==> config.mk <==
export PLATFORM = sky130hd
export DESIGN_NAME = cgr_kmer_gen
export DESIGN_NICKNAME = d
export VERILOG_FILES = /design/src/rtl/cgr_kmer_gen.sv
export SDC_FILE = /design/constraint.sdc
export NUM_CORES = 1
export LEC_CHECK = 0
export ABC_CLOCK_PERIOD_IN_PS = 6700
export CAP_MARGIN = 40
export CORE_ASPECT_RATIO = 1.5
export CORE_UTILIZATION = 42
export DETAILED_ROUTE_END_ITERATION = 10
export DONT_BUFFER_PORTS = 1
export HOLD_SLACK_MARGIN = 0.05
export PLACE_DENSITY = 0.64
export SLEW_MARGIN = 20
export SYNTH_ARGS = -nofsm -noshare
export SYNTH_HDL_FRONTEND = slang
export SYNTH_SLANG_ARGS = --single-unit
==> constraint.sdc <==
create_clock -name CLK -period 6.7 [get_ports CLK]
set_clock_uncertainty 0.15 [all_clocks]
set_input_delay 0.67 -clock CLK [delete_from_list [all_inputs] [get_ports CLK]]
set_output_delay 0.67 -clock CLK [all_outputs]
set_load 0.005 [all_outputs]
==> src/rtl/cgr_kmer_gen.sv <==
// cgr_kmer_gen: chaos-game-representation address generator.
//   Each accepted 2-bit symbol shifts into a K-deep x/y coordinate window;
//   one {x, y} address of 2K bits is produced per symbol, either only when
//   the window is full or also while it fills (emit_partial).
// Ports:
//   CLK, RST_N            clock, asynchronous active-low reset
//   BC_mode               enable; symbols are accepted only while high
//   emit_partial          emit addresses before the window is full
//   in_valid/in_ready     symbol handshake (symbol, symbol_n, seq_start)
//   out_valid/out_ready   address handshake (addr)
//   wen_cgr               memory write strobe (out_valid & out_ready)
//   fill                  symbols in window, saturates at K
//   sym_count, n_count    saturating counts of accepted / accepted-N symbols
module cgr_kmer_gen #(
  parameter int K     = 8,
  parameter int CNT_W = 16,
  localparam int FW   = $clog2(K + 1)
) (
  input  logic             CLK,
  input  logic             RST_N,
  input  logic             BC_mode,
  input  logic             emit_partial,
  input  logic             in_valid,
  output logic             in_ready,
  input  logic [1:0]       symbol,
  input  logic             symbol_n,
  input  logic             seq_start,
  output logic             out_valid,
  input  logic             out_ready,
  output logic [2*K-1:0]   addr,
  output logic             wen_cgr,
  output logic [FW-1:0]    fill,
  output logic [CNT_W-1:0] sym_count,
  output logic [CNT_W-1:0] n_count
);

  typedef enum logic [1:0] {
    ST_IDLE   = 2'd0,
    ST_FILL   = 2'd1,
    ST_STREAM = 2'd2
  } state_t;

  localparam logic [FW-1:0] K_F = FW'(K);

  state_t           state_q, state_d;
  logic [K-1:0]     x_q, x_d, y_q, y_d;
  logic [FW-1:0]    fill_q, fill_d;
  logic [2*K-1:0]   addr_q, addr_d;
  logic             out_valid_q, out_valid_d;
  logic [CNT_W-1:0] sym_q, sym_d, n_q, n_d;

  logic             acc_s, emit_s;
  logic [K-1:0]     base_x_s, base_y_s, shift_x_s, shift_y_s;
  logic [FW-1:0]    fill_base_s, fill_inc_s;

  // Saturating increment: holds at all-ones instead of wrapping.
  function automatic logic [CNT_W-1:0] sat_inc(input logic [CNT_W-1:0] v);
    if (v == {CNT_W{1'b1}}) begin
      sat_inc = v;
    end else begin
      sat_inc = v + CNT_W'(1'b1);
    end
  endfunction

  // State and datapath registers.
  always_ff @(posedge CLK or negedge RST_N) begin
    if (!RST_N) begin
      state_q     <= ST_IDLE;
      x_q         <= {K{1'b0}};
      y_q         <= {K{1'b0}};
      fill_q      <= {FW{1'b0}};
      addr_q      <= {(2*K){1'b0}};
      out_valid_q <= 1'b0;
      sym_q       <= {CNT_W{1'b0}};
      n_q         <= {CNT_W{1'b0}};
    end else begin
      state_q     <= state_d;
      x_q         <= x_d;
      y_q         <= y_d;
      fill_q      <= fill_d;
      addr_q      <= addr_d;
      out_valid_q <= out_valid_d;
      sym_q       <= sym_d;
      n_q         <= n_d;
    end
  end

  // Window shift, fill, counters and output-register next state.
  always_comb begin
    acc_s = in_valid & in_ready;
    // seq_start clears the window before the new symbol is shifted in.
    if (seq_start) begin
      base_x_s    = {K{1'b0}};
      base_y_s    = {K{1'b0}};
      fill_base_s = {FW{1'b0}};
    end else begin
      base_x_s    = x_q;
      base_y_s    = y_q;
      fill_base_s = fill_q;
    end
    // Newest symbol enters at the MSB; the oldest falls off bit 0.
    shift_x_s        = base_x_s >> 1;
    shift_x_s[K-1]   = symbol[1];
    shift_y_s        = base_y_s >> 1;
    shift_y_s[K-1]   = symbol[0];
    if (fill_base_s == K_F) begin
      fill_inc_s = K_F;
    end else begin
      fill_inc_s = fill_base_s + FW'(1'b1);
    end

    x_d    = x_q;
    y_d    = y_q;
    fill_d = fill_q;
    sym_d  = sym_q;
    n_d    = n_q;
    emit_s = 1'b0;
    if (acc_s) begin
      sym_d = sat_inc(sym_q);
      if (symbol_n) begin
        // An ambiguous base breaks the k-mer: restart the window, emit nothing.
        x_d    = {K{1'b0}};
        y_d    = {K{1'b0}};
        fill_d = {FW{1'b0}};
        n_d    = sat_inc(n_q);
        emit_s = 1'b0;
      end else begin
        x_d    = shift_x_s;
        y_d    = shift_y_s;
        fill_d = fill_inc_s;
        emit_s = (fill_inc_s == K_F) | emit_partial;
      end
    end else begin
      emit_s = 1'b0;
    end

    addr_d = addr_q;
    if (emit_s) begin
      out_valid_d = 1'b1;
      addr_d      = {shift_x_s, shift_y_s};
    end else if (out_ready) begin
      out_valid_d = 1'b0;
    end else begin
      out_valid_d = out_valid_q;
    end
  end

  // FSM next state; BC_mode low forces IDLE from any state.
  always_comb begin
    state_d = state_q;
    if (!BC_mode) begin
      state_d = ST_IDLE;
    end else begin
      case (state_q)
        ST_IDLE:   state_d = (fill_q == K_F) ? ST_STREAM : ST_FILL;
        ST_FILL:   state_d = (fill_d == K_F) ? ST_STREAM : ST_FILL;
        ST_STREAM: begin
          if (acc_s && (symbol_n || seq_start)) begin
            state_d = (fill_d == K_F) ? ST_STREAM : ST_FILL;
          end else begin
            state_d = ST_STREAM;
          end
        end
        default:   state_d = ST_IDLE;
      endcase
    end
  end

  // Handshake outputs. RST_N gating keeps in_ready low while reset is held.
  always_comb begin
    in_ready = RST_N & BC_mode & (~out_valid_q | out_ready);
    wen_cgr  = out_valid_q & out_ready;
  end

  assign out_valid = out_valid_q;
  assign addr      = addr_q;
  assign fill      = fill_q;
  assign sym_count = sym_q;
  assign n_count   = n_q;

endmodule

Word level (Yosys, flattened, before mapping)
Index checks and enable logic that the tools add are counted.
Storage, ports and cells
  output and inout port bits: 55
  input port bits: 10
  bits in registers: 69
Operators by class
  muxes and demuxes: 11
  reductions and logical operators: 3
  $add $sub $neg: 3
  equality and inequality tests: 4
  bitwise logic cells: 9
Operators by type and width (number)
  $add A16 B1 Y16 const B: 2
  $eq A16 B16 Y1 const B: 2
  $mux W8: 4
  $mux W4: 3
  $eq A4 B4 Y1 const B: 2
  $add A4 B1 Y4 const B: 1
  $and A1 B1 Y1: 4
  $mux W1: 4
  $not A1 Y1: 3
  $reduce_and A3 Y1: 1
  $or A1 B1 Y1: 2
  $reduce_and A2 Y1: 1
  $reduce_bool A2 Y1: 1

Logic depth before layout (Yosys ltp)
  word-level depth: 8
  gate-level depth with buffers: 10
  depth with buffers taken out: 8

Worst setup path after synthesis
Ideal clock, no wire load.
  path type: in2reg
  from: input port seq_start
  to: register addr_q[10] (netlist: addr[10])
  slack: 4.114 ns
  arrival: 2.315 ns
  data required time: 6.429 ns
  stages: 10
  cells stage by stage: or2b_1 -> inv_1 -> ha_1 -> nand2_1 -> a211oi_1 -> a31oi_1 -> or3_1 -> buf_6 -> buf_6 -> a22o_1
On the way
  longest elaborated chain between the ends: 7
  elaborated cells on any way between the ends: 9
RTL lines
  from (decl): line 27  | input logic seq_start,
  $mux W4: line 92  | if (seq_start) begin
  $add A4 B1 Y4 / $eq A4 B4 Y1 (equally long branches): line 109, 106
  $mux W4: line 106  | if (fill_base_s == K_F) begin
  $eq A4 B4 Y1: line 131  | emit_s = (fill_inc_s == K_F) | emit_partial;
  $or A1 B1 Y1: line 131
  $mux W1: line 120  | if (symbol_n) begin
  $mux W1: line 118  | if (acc_s) begin
  to (signal assigned): line 72  | addr_q <= {(2*K){1'b0}};
  to (signal assigned): line 81  | addr_q <= addr_d;
  to (decl): line 48  | logic [2*K-1:0] addr_q, addr_d;
Parallel ways exist; a longest one is shown, timed or not.
A chain may end at the register's enable or synchronous reset.

Final worst setup path
  from: register fill_q[0] (netlist: fill[0])
  to: register addr_q[7] (netlist: addr[7])
On the way
  longest elaborated chain between the ends: 7
  elaborated cells on any way between the ends: 8
RTL lines
  from (decl): line 47  | logic [FW-1:0] fill_q, fill_d;
  from (signal assigned): line 71  | fill_q <= {FW{1'b0}};
  from (signal assigned): line 80  | fill_q <= fill_d;
  $mux W4 *: line 92
  $add A4 B1 Y4 / $eq A4 B4 Y1 (equally long branches): line 109, 106
  $mux W4 *: line 106
  $eq A4 B4 Y1 *: line 131
  $or A1 B1 Y1 *: line 131
  $mux W1 *: line 120
  $mux W1 *: line 118
Mark *: on every way between the ends. The rest lies on a longest branch, timed or not.

==> flow_metrics.tcl <==
set metrics [dict create \
    status "complete, but fails checks" \
    failed_checks "DRC" \
    final_area_um2 3340 \
    cp-start-kind "flop" \
    worstMarginPinSlew_ns 0.647 \
    required_ns 6.77 \
    cellPowerDensity_nw_per_um2 279 \
    synth.area.mux_share_pct 1.49 \
    ant_nets 0 \
    rrSetupSlack_ns 3.96 \
    synth-async-reset-ratio_pct 100 \
    post_drt_wl_per_cell_um 16.8 \
    rsz0062_at_grt "false" \
    wirelength_um 6280 \
    numCtsBuffers 9 \
    h-tree-depth 3 \
    grt_usage_pct 18.0 \
    finalCriticalPeriod_ns 2.74 \
    cpPeakStageDelay_ns 0.61 \
    hold_viol 0 \
    crit_type "reg -> reg" \
    clock_latency_ns 0.34 \
    max_freq_mhz 365 \
    cp-end-kind "flop" \
    antenna_found_initial 1 \
    drv_slew 0 \
    slew_headroom_pct 56.8 \
    place.gp.congestion 0.764 \
    fp-row-count 37 \
    period_share_pct 40.9 \
    synthDistinctLibCells 38 \
    fin_nets 304 \
    max-cap-violations 0 \
    ys_top_cells_by_area "dfrtp_1 55%, nand2_1 5.5%, xnor2_1 5.2%" \
    grt_max_degree 68 \
    synth_xor_area_share_pct 7.83 \
    cp_max_fo 17 \
    synthFlopType "dfrtp_1" \
    p_leak_nw 1.59 \
    synth_top_family_by_area "simple AND/OR/NAND/NOR gates" \
    syn_nets 297 \
    place_area_um2 3090 \
    viasPerCell 5.73 \
    clkTransAtPathRegs_ns 0.08 \
    die_w_um 71.3 \
    cts_root_buffer "clkbuf_8" \
    critPathLaunch "fill[0]" \
    crit_arrival_ns 2.81 \
    start_util_pct 43.8 \
    syn_inst 283 \
    die_height_um 106 \
    min_path_type "in -> async" \
    vias 2143 \
    layout-drive-gt1-share_pct 8.81 \
    synthAdderAreaFrac_pct 1.66 \
    synth_edf_count 0 \
    drt_first_iter_violations 86 \
    netlist.top_cell.by_area "dfrtp_1" \
    finalSetupViolations 0 \
    drtPass1Iterations 7 \
    max-vdd-ir-drop_uv 172 \
    synth_compound_area_share_pct 8.53 \
    synth_top_area_share_pct 55.5 \
    syn_area_um2 3020 \
    io_buffers 0 \
    ys_seq_area_share_pct 55.5 \
    syn_avg_cell_area_um2 10.7 \
    slowest_stage "or3_1" \
    r2r_start "fill[0]" \
    clockBufferDepth 2 \
    cts.sinks 67 \
    overflow 0 \
    dp_hpwl_um 4250 \
    drc_errors 4 \
    core_area_um2 6900 \
    synth_seq_cells 67 \
    synthToLayoutAreaGrowth_pct 10.5 \
    grt_pass1_vias 2103 \
    ys.warnings.count 0 \
    synth-simple-area-share_pct 22.5 \
    dieArea_um2 7540 \
    boundaryPins 65 \
    fin_tns_setup_ns 0 \
    worstPathCellList "or2b_1, inv_1, ha_1, nand2_1, a211oi_1, a31oi_1, or3_1, mux2_1" \
    grt_pass1_wl_um 10400 \
    cts_tree "done" \
]
[placed cells by master, fill, tap and decap left out, drive strengths merged, types with 2 or more instances in the layout]
| cell type | Yosys | routed |
|---|---|---|
| dfrtp | 67 | 67 |
| nand2 | 44 | 44 |
| nand3 | 27 | 27 |
| xnor2 | 18 | 18 |
| a22o | 15 | 15 |
| and3 | 11 | 11 |
| nor2 | 10 | 10 |
| xor2 | 9 | 9 |
| clkbuf | 5 | 9 |
| nand4 | 8 | 8 |
| inv | 7 | 8 |
| o21ai | 6 | 6 |
| and2 | 5 | 5 |
| a21oi | 5 | 5 |
| nor4 | 5 | 5 |
| buf | 4 | 5 |
| and4 | 4 | 4 |
| nor3 | 4 | 4 |
| a31oi | 4 | 4 |
| mux2 | 4 | 4 |
| ha | 4 | 4 |
| clkinv | 0 | 4 |
| nand3b | 3 | 3 |
| nand2b | 3 | 3 |
| a211oi | 2 | 2 |
[Yosys cell counts, types with 2 or more instances]
cell,count
nand4_1,8
and4_1,4
dfrtp_1,67
a21oi_1,5
a22o_1,15
o21ai_0,5
inv_1,7
a211oi_1,2
a31oi_1,4
nor3_1,4
nand3b_1,3
and2_1,5
mux2_1,4
nand3_1,27
clkbuf_1,5
ha_1,4
nand2b_1,2
nor4_2,4
buf_6,2
and3_1,11
nor2_1,10
nand2_1,44
xor2_1,9
xnor2_1,18
[logic make-up (layout without fill, tap and decap cells)]
kind of cell | count (synthesis) | count (layout)
other | 0 | 1
AOI/OAI and AO/OA | 36 | 36
muxes | 4 | 4
DFF | 67 | 67
and+or+nand+nor | 129 | 129
buffers and inverters | 16 | 28
xor gates and xnor gates | 27 | 27
adders and majority gates | 4 | 4
[report_power, final]
part	switching [mW]	internal (mW)
combinational	0.0481	0.0436
clock	0.160	0.174
sequential	0.0593	0.444
total	0.268	0.662
[critical path: cells and delay by family, from the launching register on]
| kind | cells | cell delay, ns |
|---|---|---|
| fa+ha+maj | 1 | 0.20 |
| simple gates | 3 | 0.96 |
| buf+inv | 1 | 0.07 |
| flops | 1 | 0.46 |
| compound gates | 2 | 0.38 |
| mux | 1 | 0.41 |
[flip-flops by register name, summed over array words and instances, names as in the netlist]
| register | cells |
|---|---|
| sym_count | 16 |
| fill | 4 |
| x_q | 7 |
| y_q | 7 |
| out_valid | 1 |
| n_count | 16 |
| addr | 16 |
[per-stage QoR]
stage | power [mW] | std cells | worst slack, ns | util [%] | hold slack (ns)
6_report | 0.930 | 374 | 3.96 | 48.4 | 0.0366
3_5_place_dp | 0.595 | 355 | 3.78 | 44.8 | 0.226
3_3_place_gp | 0.589 | 354 | 3.84 | 44.7 | 0.226
2_1_floorplan | 0.564 | 283 | 4.11 | - | 0.224
5_1_grt | 0.984 | 374 | 3.79 | 48.4 | 0.0517
4_1_cts | 0.943 | 372 | 3.95 | 48.1 | 0.0541
[routing by layer]
metal	track usage [%]	share of wire [%]
met1	20.8	41
met2	29.8	51
met3	7.17	6.2
met4	6.86	0.97
met5	0	0
[final timing paths]
path	endpoint	depth (start not counted)
min in group CLK	fill[2]	1
hold reg to reg	x_q[1]	2
max in group asynchronous	addr[7]	1
setup reg to reg	addr[7]	8
setup / recovery	addr[7]	8
hold / removal	addr[10]	1
[layout make-up]
class | instances | area, um^2
Antenna cell | 1 | 2.50
Multi-Input combinational cell | 200 | 1270
Clock buffer | 9 | 124
Inverter | 7 | 26.3
Clock inverter | 7 | 77.6
Sequential cell | 67 | 1680
Timing Repair Buffer | 5 | 65.1
Fill cell | 636 | 3560
Tap cell | 78 | 97.6
[repair_timing]
action | in CTS | in global routing
endpoints found under the hold margin | 67 | 0
resized for setup | 0 | 0
setup buffers | 0 | 0
hold buffers | 1 | 0
No activity file was read; power rests on OpenSTA's default activity.
